File: src/rtl/reg_writeback.sv
// Register-file write front end: merges ALU results with FIFO-buffered load results
// onto a single registered write port and exports a pending-load scoreboard.
module reg_writeback #(
  parameter int word_width     = 32,
  parameter int reg_addr_width = 5,
  parameter int lsu_depth      = 4,
  parameter int starve_limit   = 4
) (
  input  logic                               clk,
  input  logic                               reset,
  input  logic                               alu_valid,
  input  logic [reg_addr_width-1:0]          alu_rd,
  input  logic [word_width-1:0]              alu_data,
  output logic                               alu_stall,
  input  logic                               lsu_valid,
  output logic                               lsu_ready,
  input  logic [reg_addr_width-1:0]          lsu_rd,
  input  logic [word_width-1:0]              lsu_data,
  output logic                               wren,
  output logic [reg_addr_width-1:0]          wr_addr,
  output logic [word_width-1:0]              wr_data,
  output logic [(2**reg_addr_width)-1:0]     pending,
  output logic [$clog2(lsu_depth):0]         lsu_count
);

  localparam int PTR_W = $clog2(lsu_depth);
  localparam int CNT_W = PTR_W + 1;
  localparam int STV_W = $clog2(starve_limit + 1);
  localparam logic [CNT_W-1:0] FULL = CNT_W'(lsu_depth);

  logic [reg_addr_width-1:0] fifo_rd_q   [lsu_depth];
  logic [word_width-1:0]     fifo_data_q [lsu_depth];

  logic [PTR_W-1:0]          rd_ptr_q, rd_ptr_d;
  logic [PTR_W-1:0]          wr_ptr_q, wr_ptr_d;
  logic [CNT_W-1:0]          count_q, count_d;
  logic [STV_W-1:0]          starve_q, starve_d;
  logic                      alu_stall_q, alu_stall_d;
  logic                      wren_q, wren_d;
  logic [reg_addr_width-1:0] wr_addr_q, wr_addr_d;
  logic [word_width-1:0]     wr_data_q, wr_data_d;

  logic                      nonempty, can_accept, alu_eff;
  logic                      take_head, take_alu, enq;
  logic [lsu_depth-1:0]      entry_valid;

  // An entry is live when its distance from the read pointer is below the occupancy.
  generate
    for (genvar gi = 0; gi < lsu_depth; gi++) begin : g_valid
      logic [PTR_W-1:0] off;
      assign off             = PTR_W'(gi) - rd_ptr_q;
      assign entry_valid[gi] = {1'b0, off} < count_q;
    end
  endgenerate

  always_comb begin
    pending = '0;
    for (int i = 0; i < lsu_depth; i++) begin
      if (entry_valid[i]) pending[fifo_rd_q[i]] = 1'b1;
    end
  end

  assign nonempty   = (count_q != '0);
  assign can_accept = (count_q != FULL);
  assign lsu_ready  = reset & can_accept;
  assign enq        = lsu_valid & can_accept & (lsu_rd != '0);
  assign alu_eff    = alu_valid & (alu_rd != '0) & ~alu_stall_q;
  // A stalled ALU can never be effective, so the head wins whenever the ALU does not.
  assign take_head  = nonempty & (alu_stall_q | ~alu_eff);
  assign take_alu   = alu_eff & ~take_head;

  always_comb begin
    rd_ptr_d  = rd_ptr_q;
    wr_ptr_d  = wr_ptr_q;
    count_d   = count_q;
    starve_d  = starve_q;
    wren_d    = 1'b0;
    wr_addr_d = wr_addr_q;
    wr_data_d = wr_data_q;

    if (take_head) rd_ptr_d = rd_ptr_q + PTR_W'(1);
    if (enq)       wr_ptr_d = wr_ptr_q + PTR_W'(1);

    unique case ({enq, take_head})
      2'b10:   count_d = count_q + CNT_W'(1);
      2'b01:   count_d = count_q - CNT_W'(1);
      default: count_d = count_q;
    endcase

    if (take_head || !nonempty) starve_d = '0;
    else if (take_alu)          starve_d = starve_q + STV_W'(1);

    if (take_head) begin
      wren_d    = 1'b1;
      wr_addr_d = fifo_rd_q[rd_ptr_q];
      wr_data_d = fifo_data_q[rd_ptr_q];
    end else if (take_alu) begin
      wren_d    = 1'b1;
      wr_addr_d = alu_rd;
      wr_data_d = alu_data;
    end
  end

  // Looking at the next counter value makes the stall cover exactly starve_limit ALU wins.
  assign alu_stall_d = (starve_d == STV_W'(starve_limit));

  always_ff @(posedge clk or negedge reset) begin
    if (!reset) begin
      rd_ptr_q    <= '0;
      wr_ptr_q    <= '0;
      count_q     <= '0;
      starve_q    <= '0;
      alu_stall_q <= 1'b0;
      wren_q      <= 1'b0;
      wr_addr_q   <= '0;
      wr_data_q   <= '0;
    end else begin
      rd_ptr_q    <= rd_ptr_d;
      wr_ptr_q    <= wr_ptr_d;
      count_q     <= count_d;
      starve_q    <= starve_d;
      alu_stall_q <= alu_stall_d;
      wren_q      <= wren_d;
      wr_addr_q   <= wr_addr_d;
      wr_data_q   <= wr_data_d;
    end
  end

  always_ff @(posedge clk) begin
    if (enq) begin
      fifo_rd_q[wr_ptr_q]   <= lsu_rd;
      fifo_data_q[wr_ptr_q] <= lsu_data;
    end
  end

  assign alu_stall = alu_stall_q;
  assign wren      = wren_q;
  assign wr_addr   = wr_addr_q;
  assign wr_data   = wr_data_q;
  assign lsu_count = count_q;

endmodule

File: config.mk
export PLATFORM = sky130hd
export DESIGN_NAME = reg_writeback
export DESIGN_NICKNAME = d
export VERILOG_FILES = /design/src/rtl/reg_writeback.sv
export SDC_FILE = /design/constraint.sdc
export NUM_CORES = 1
export LEC_CHECK = 0
export BUFFER_PORTS_ARGS = -buffer_cell sky130_fd_sc_hd__clkbuf_2
export CORE_MARGIN = 5
export CORE_UTILIZATION = 55
export DETAILED_ROUTE_END_ITERATION = 8
export PLACE_DENSITY = 0.81
export SYNTH_ARGS = -nofsm -noshare
export SYNTH_HDL_FRONTEND = slang
export SYNTH_SLANG_ARGS = --single-unit
File: constraint.sdc
create_clock -name clk -period 3.2 [get_ports clk]
set_input_delay 0.16 -clock clk [delete_from_list [all_inputs] [get_ports clk]]
set_output_delay 0.16 -clock clk [all_outputs]
set_load 0.03 [all_outputs]
==> flow_summary_export.csv <==
group,metric,value,unit
global_routing,grt_max_degree,80,
floorplan,io_pins,153,
clock_tree,clkLatencyLatePin,0.43,ns
sta,slew_violations,0,
worst_hold_path,hold_depth,3,
floorplan,die_area,18900,um^2
detailed_routing,drcViolationCount,0,
global_routing,grtUsageTotal,29.3,%
global_routing,antenna_found_initial,0,
logic_synthesis,syn_area,8920,um^2
final_layout,drive_above_1_share,31.4,%
logic_synthesis,synthTopCellsByArea,"edfxtp_1, dfrtp_1, mux4_2, nand2_1, a31oi_1",
clock_tree,htreeDepth,4,
place,gp_congestion,0.920,
final_layout,nets,918,
clock_tree,numCtsBuffers,17,
logic_synthesis,netlist_instances,619,
logic_synthesis,syn_avg_cell_area,14.4,um^2
sta,relSlewSlack,45.8,%
sta,clock.fmax,0.335,GHz
global_routing,grt_overflow_total,0,
job,cap_violations,0,
logic_synthesis,async_flop_share,24.9,%
clock_tree,clk_pin_slew,0.07,ns
final_layout,final_area,11200,um^2
power,power_density,908,nW/um^2
detailed_routing,drt_wl_total,26.8,mm
global_routing,grt_pass1_vias,7008,
sta,final_hold_viol_count,0,
critical_path,r2r_cells,9,
critical_path,r2r_start,"lsu_count[2]$_DFFE_PN0P_",
critical_path,required,3.04,ns
place,io_buffers,152,
clock_tree,clkSinkCount,197,
critical_path,reg2reg_to,"lsu_count[2]$_DFFE_PN0P_",
logic_synthesis,ys.flop_type,"edfxtp_1",
detailed_routing,antenna_left,0,
critical_path,cp_data_arrival_time,2.83,ns
sta,finalCriticalPeriod,2.99,ns
floorplan,fp.coreArea,15900,um^2
place,placed_cell_area,9940,um^2
floorplan,die_height,137,um
sta,fin_crit_sh,93.4,%
critical_path,crit_path_end_kind,"output pin",
critical_path,criticalPathCategory,"reg -> out",
logic_synthesis,synth_area_leader_cell,"edfxtp_1",
detailed_routing,drt-vias-per-instance,6.28,
floorplan,initial_core_util,56.2,%
clock_tree,cts_tree,"built",
logic_synthesis,ys_seq_elements,197,
logic_synthesis,syn-num-nets,708,
critical_path,crit_slowest_cell,"a2111oi_4",
clock_tree,cts_root_buf,"clkbuf_16",
clock_tree,cts_buffer_depth,2,
power,p_leak,0.00423,uW
power,vdd_drop_max,0.619,mV
critical_path,critPathBufInv,2,
worst_hold_path,worstHoldStart,"alu_rd[2]",
sta,rsz0062_at_grt,"false",
detailed_routing,firstDrtPassIters,5,
sta,worst_pin_slew,0.813,ns
logic_synthesis,synth_cell_type_count,53,
place,post-dp-hpwl,17.2,mm
worst_hold_path,holdCritPathClass,"in -> reg",
sta,setup_viol,0,
sta,hold_slack,0.0153,ns
floorplan,rows,46,
detailed_routing,dr.first_iter.drc_count,634,
critical_path,cpPeakStageDelay,0.56,ns
floorplan,die_w,137,um
detailed_routing,num_vias,6662,
critical_path,crit_path_max_fanout,12,
critical_path,path_cells,"xor2_1, inv_1, ha_1, nor2b_4, a2111oi_4, a22oi_1, o221ai_1, clkbuf_2",
critical_path,cpLargestDelayFamily,"compound AO/OA/AOI/OAI gates",
critical_path,ff2ff_setup_slack,0.73,ns
logic_synthesis,ys_seq_area_share,63.5,%
logic_synthesis,synth_edf_count,148,
critical_path,crit_path_start_kind,"flip-flop",
run_status,status,"completed",
logic_synthesis,synth_top_area_share,49.8,%
final_layout,area_growth,25.6,%
sta,clock_skew,0.0115,ns
worst_hold_path,min_to,"wr_addr[2]$_DFFE_PN0P_",
logic_synthesis,synth_warnings,0,
global_routing,grt_pass1_wl,40.5,mm
detailed_routing,wl_per_cell,25.3,um
-- cells in the final DEF, fill, tap and decap left out, types with 3 or more instances in the layout --
cell,Yosys,final
nor3_1,4,4
a2111oi_4,1,7
o221ai_1,17,17
and2_1,9,5
inv_8,0,3
edfxtp_1,148,148
nand2_1,83,83
or3b_2,4,4
a31oi_1,36,36
clkbuf_16,0,17
inv_1,14,14
a22oi_1,16,16
nand3_1,5,5
buf_12,0,4
o22ai_1,14,14
clkbuf_2,0,152
buf_4,5,8
nand3b_1,6,6
o2111ai_2,4,4
xor2_1,4,4
nor2b_1,10,8
inv_6,0,6
mux4_2,37,37
ha_1,10,10
nor2_1,49,49
dlygate4sd3_1,0,60
and2_2,0,4
a221o_1,12,12
nand2b_1,12,12
dfrtp_1,49,47
xnor2_1,4,4
a211o_1,3,3
-- tightest hold or removal path, stage by stage --
cell and delay, ns:
clkbuf_2 0.09, nor2_1 0.10, a31oi_1 0.05
-- cell families (layout without fill, tap and decap cells) --
logic type,after synthesis,count (layout),synth area share [%]
xor+xnor,8,8,0.785
fa+ha+maj,11,11,1.63
flops,197,197,63.5
buf+inv,47,270,2.45
other cells,0,2,0
simple gates,195,195,10.3
mux,38,38,9.46
compound gates,123,123,11.8
-- final cells by class --
class / instances / area (um^2)
Antenna cell: 2 / 5.00
Clock buffer: 18 / 439
Clock inverter: 14 / 136
Fill cell: 998 / 4680
Inverter: 14 / 52.6
Multi-Input combinational cell: 375 / 3130
Sequential cell: 197 / 5670
Tap cell: 216 / 270
Timing Repair Buffer: 224 / 1500
-- synthesized netlist by cell type, types with 2 or more instances --
library cell	n
a211o_1	3
or3_1	3
clkbuf_1	10
nor2_1	49
mux4_2	37
nand3_1	5
and2_1	9
o221ai_1	17
ha_1	10
a22oi_1	16
a2111oi_2	8
buf_1	4
dfrtp_1	49
nor2b_1	10
nand2b_1	12
nor3_1	4
nand2_1	83
xnor2_1	4
o2111ai_2	4
o2111a_1	2
nand4b_1	2
o22ai_1	14
or3b_2	4
buf_2	13
a221o_1	12
buf_4	5
inv_1	14
a31oi_1	36
edfxtp_1	148
nand3b_1	6
xor2_1	4
-- through the flow --
stage	std cells	util [%]	power [uW]	setup slack, ns	setup TNS [ns]
floorplan	619	-	6620	0.475	0
global placement	966	62.6	7750	0.444	0
detailed placement	966	62.6	7910	0.406	0
CTS	1058	70.2	10000	-0.0163	-0.0163
global route	1058	70.5	10600	0.0345	0
finish	1060	70.6	10200	0.211	0
-- metal layers --
| layer | routed length (um) | track usage (%) | vias to the layer above |
|---|---|---|---|
| li1 | - | - | 2856 |
| met1 | 9920 | 35.4 | 3349 |
| met2 | 14100 | 51.8 | 382 |
| met3 | 1860 | 6.06 | 75 |
| met4 | 914 | 11.4 | 0 |
| met5 | 0 | 0 | - |
-- sequential cells by signal, indices dropped and copies added, names as in the netlist --
signal	count
fifo_data_q	128
wr_data	32
fifo_rd_q	20
wr_addr	5
lsu_count	3
starve_q	3
rd_ptr_q	2
wr_ptr_q	2
alu_stall	1
wren	1
-- worst max path at each step --
stage / from / to / slack [ns] / cells past startpoint
6_report: rd_ptr_q[0]$_DFFE_PN0N_ / pending[13] / 0.21 / 8
5_1_grt: lsu_count[1]$_DFFE_PN0P_ / pending[20] / 0.03 / 7
4_1_cts: rd_ptr_q[0]$_DFFE_PN0N_ / pending[15] / -0.02 / 8
3_5_place_dp: rd_ptr_q[0]$_DFFE_PN0N_ / pending[12] / 0.41 / 8
3_3_place_gp: rd_ptr_q[0]$_DFFE_PN0N_ / pending[12] / 0.44 / 8
2_1_floorplan: rd_ptr_q[1]$_DFFE_PN0N_ / pending[24] / 0.48 / 6
-- where the power goes --
part,total (uW),switching [uW],internal (uW)
combinational,4260,2750,1510
sequential,3860,440,3420
clock,2060,1000,1060
-- repair_timing --
item,in CTS,in global routing
setup buffers,0,0
endpoints found under the setup margin,5,18
hold buffers,60,0
endpoints found under the hold margin,217,0
resized for setup,2,7
Note: power is estimated with default switching activity, not from simulation.
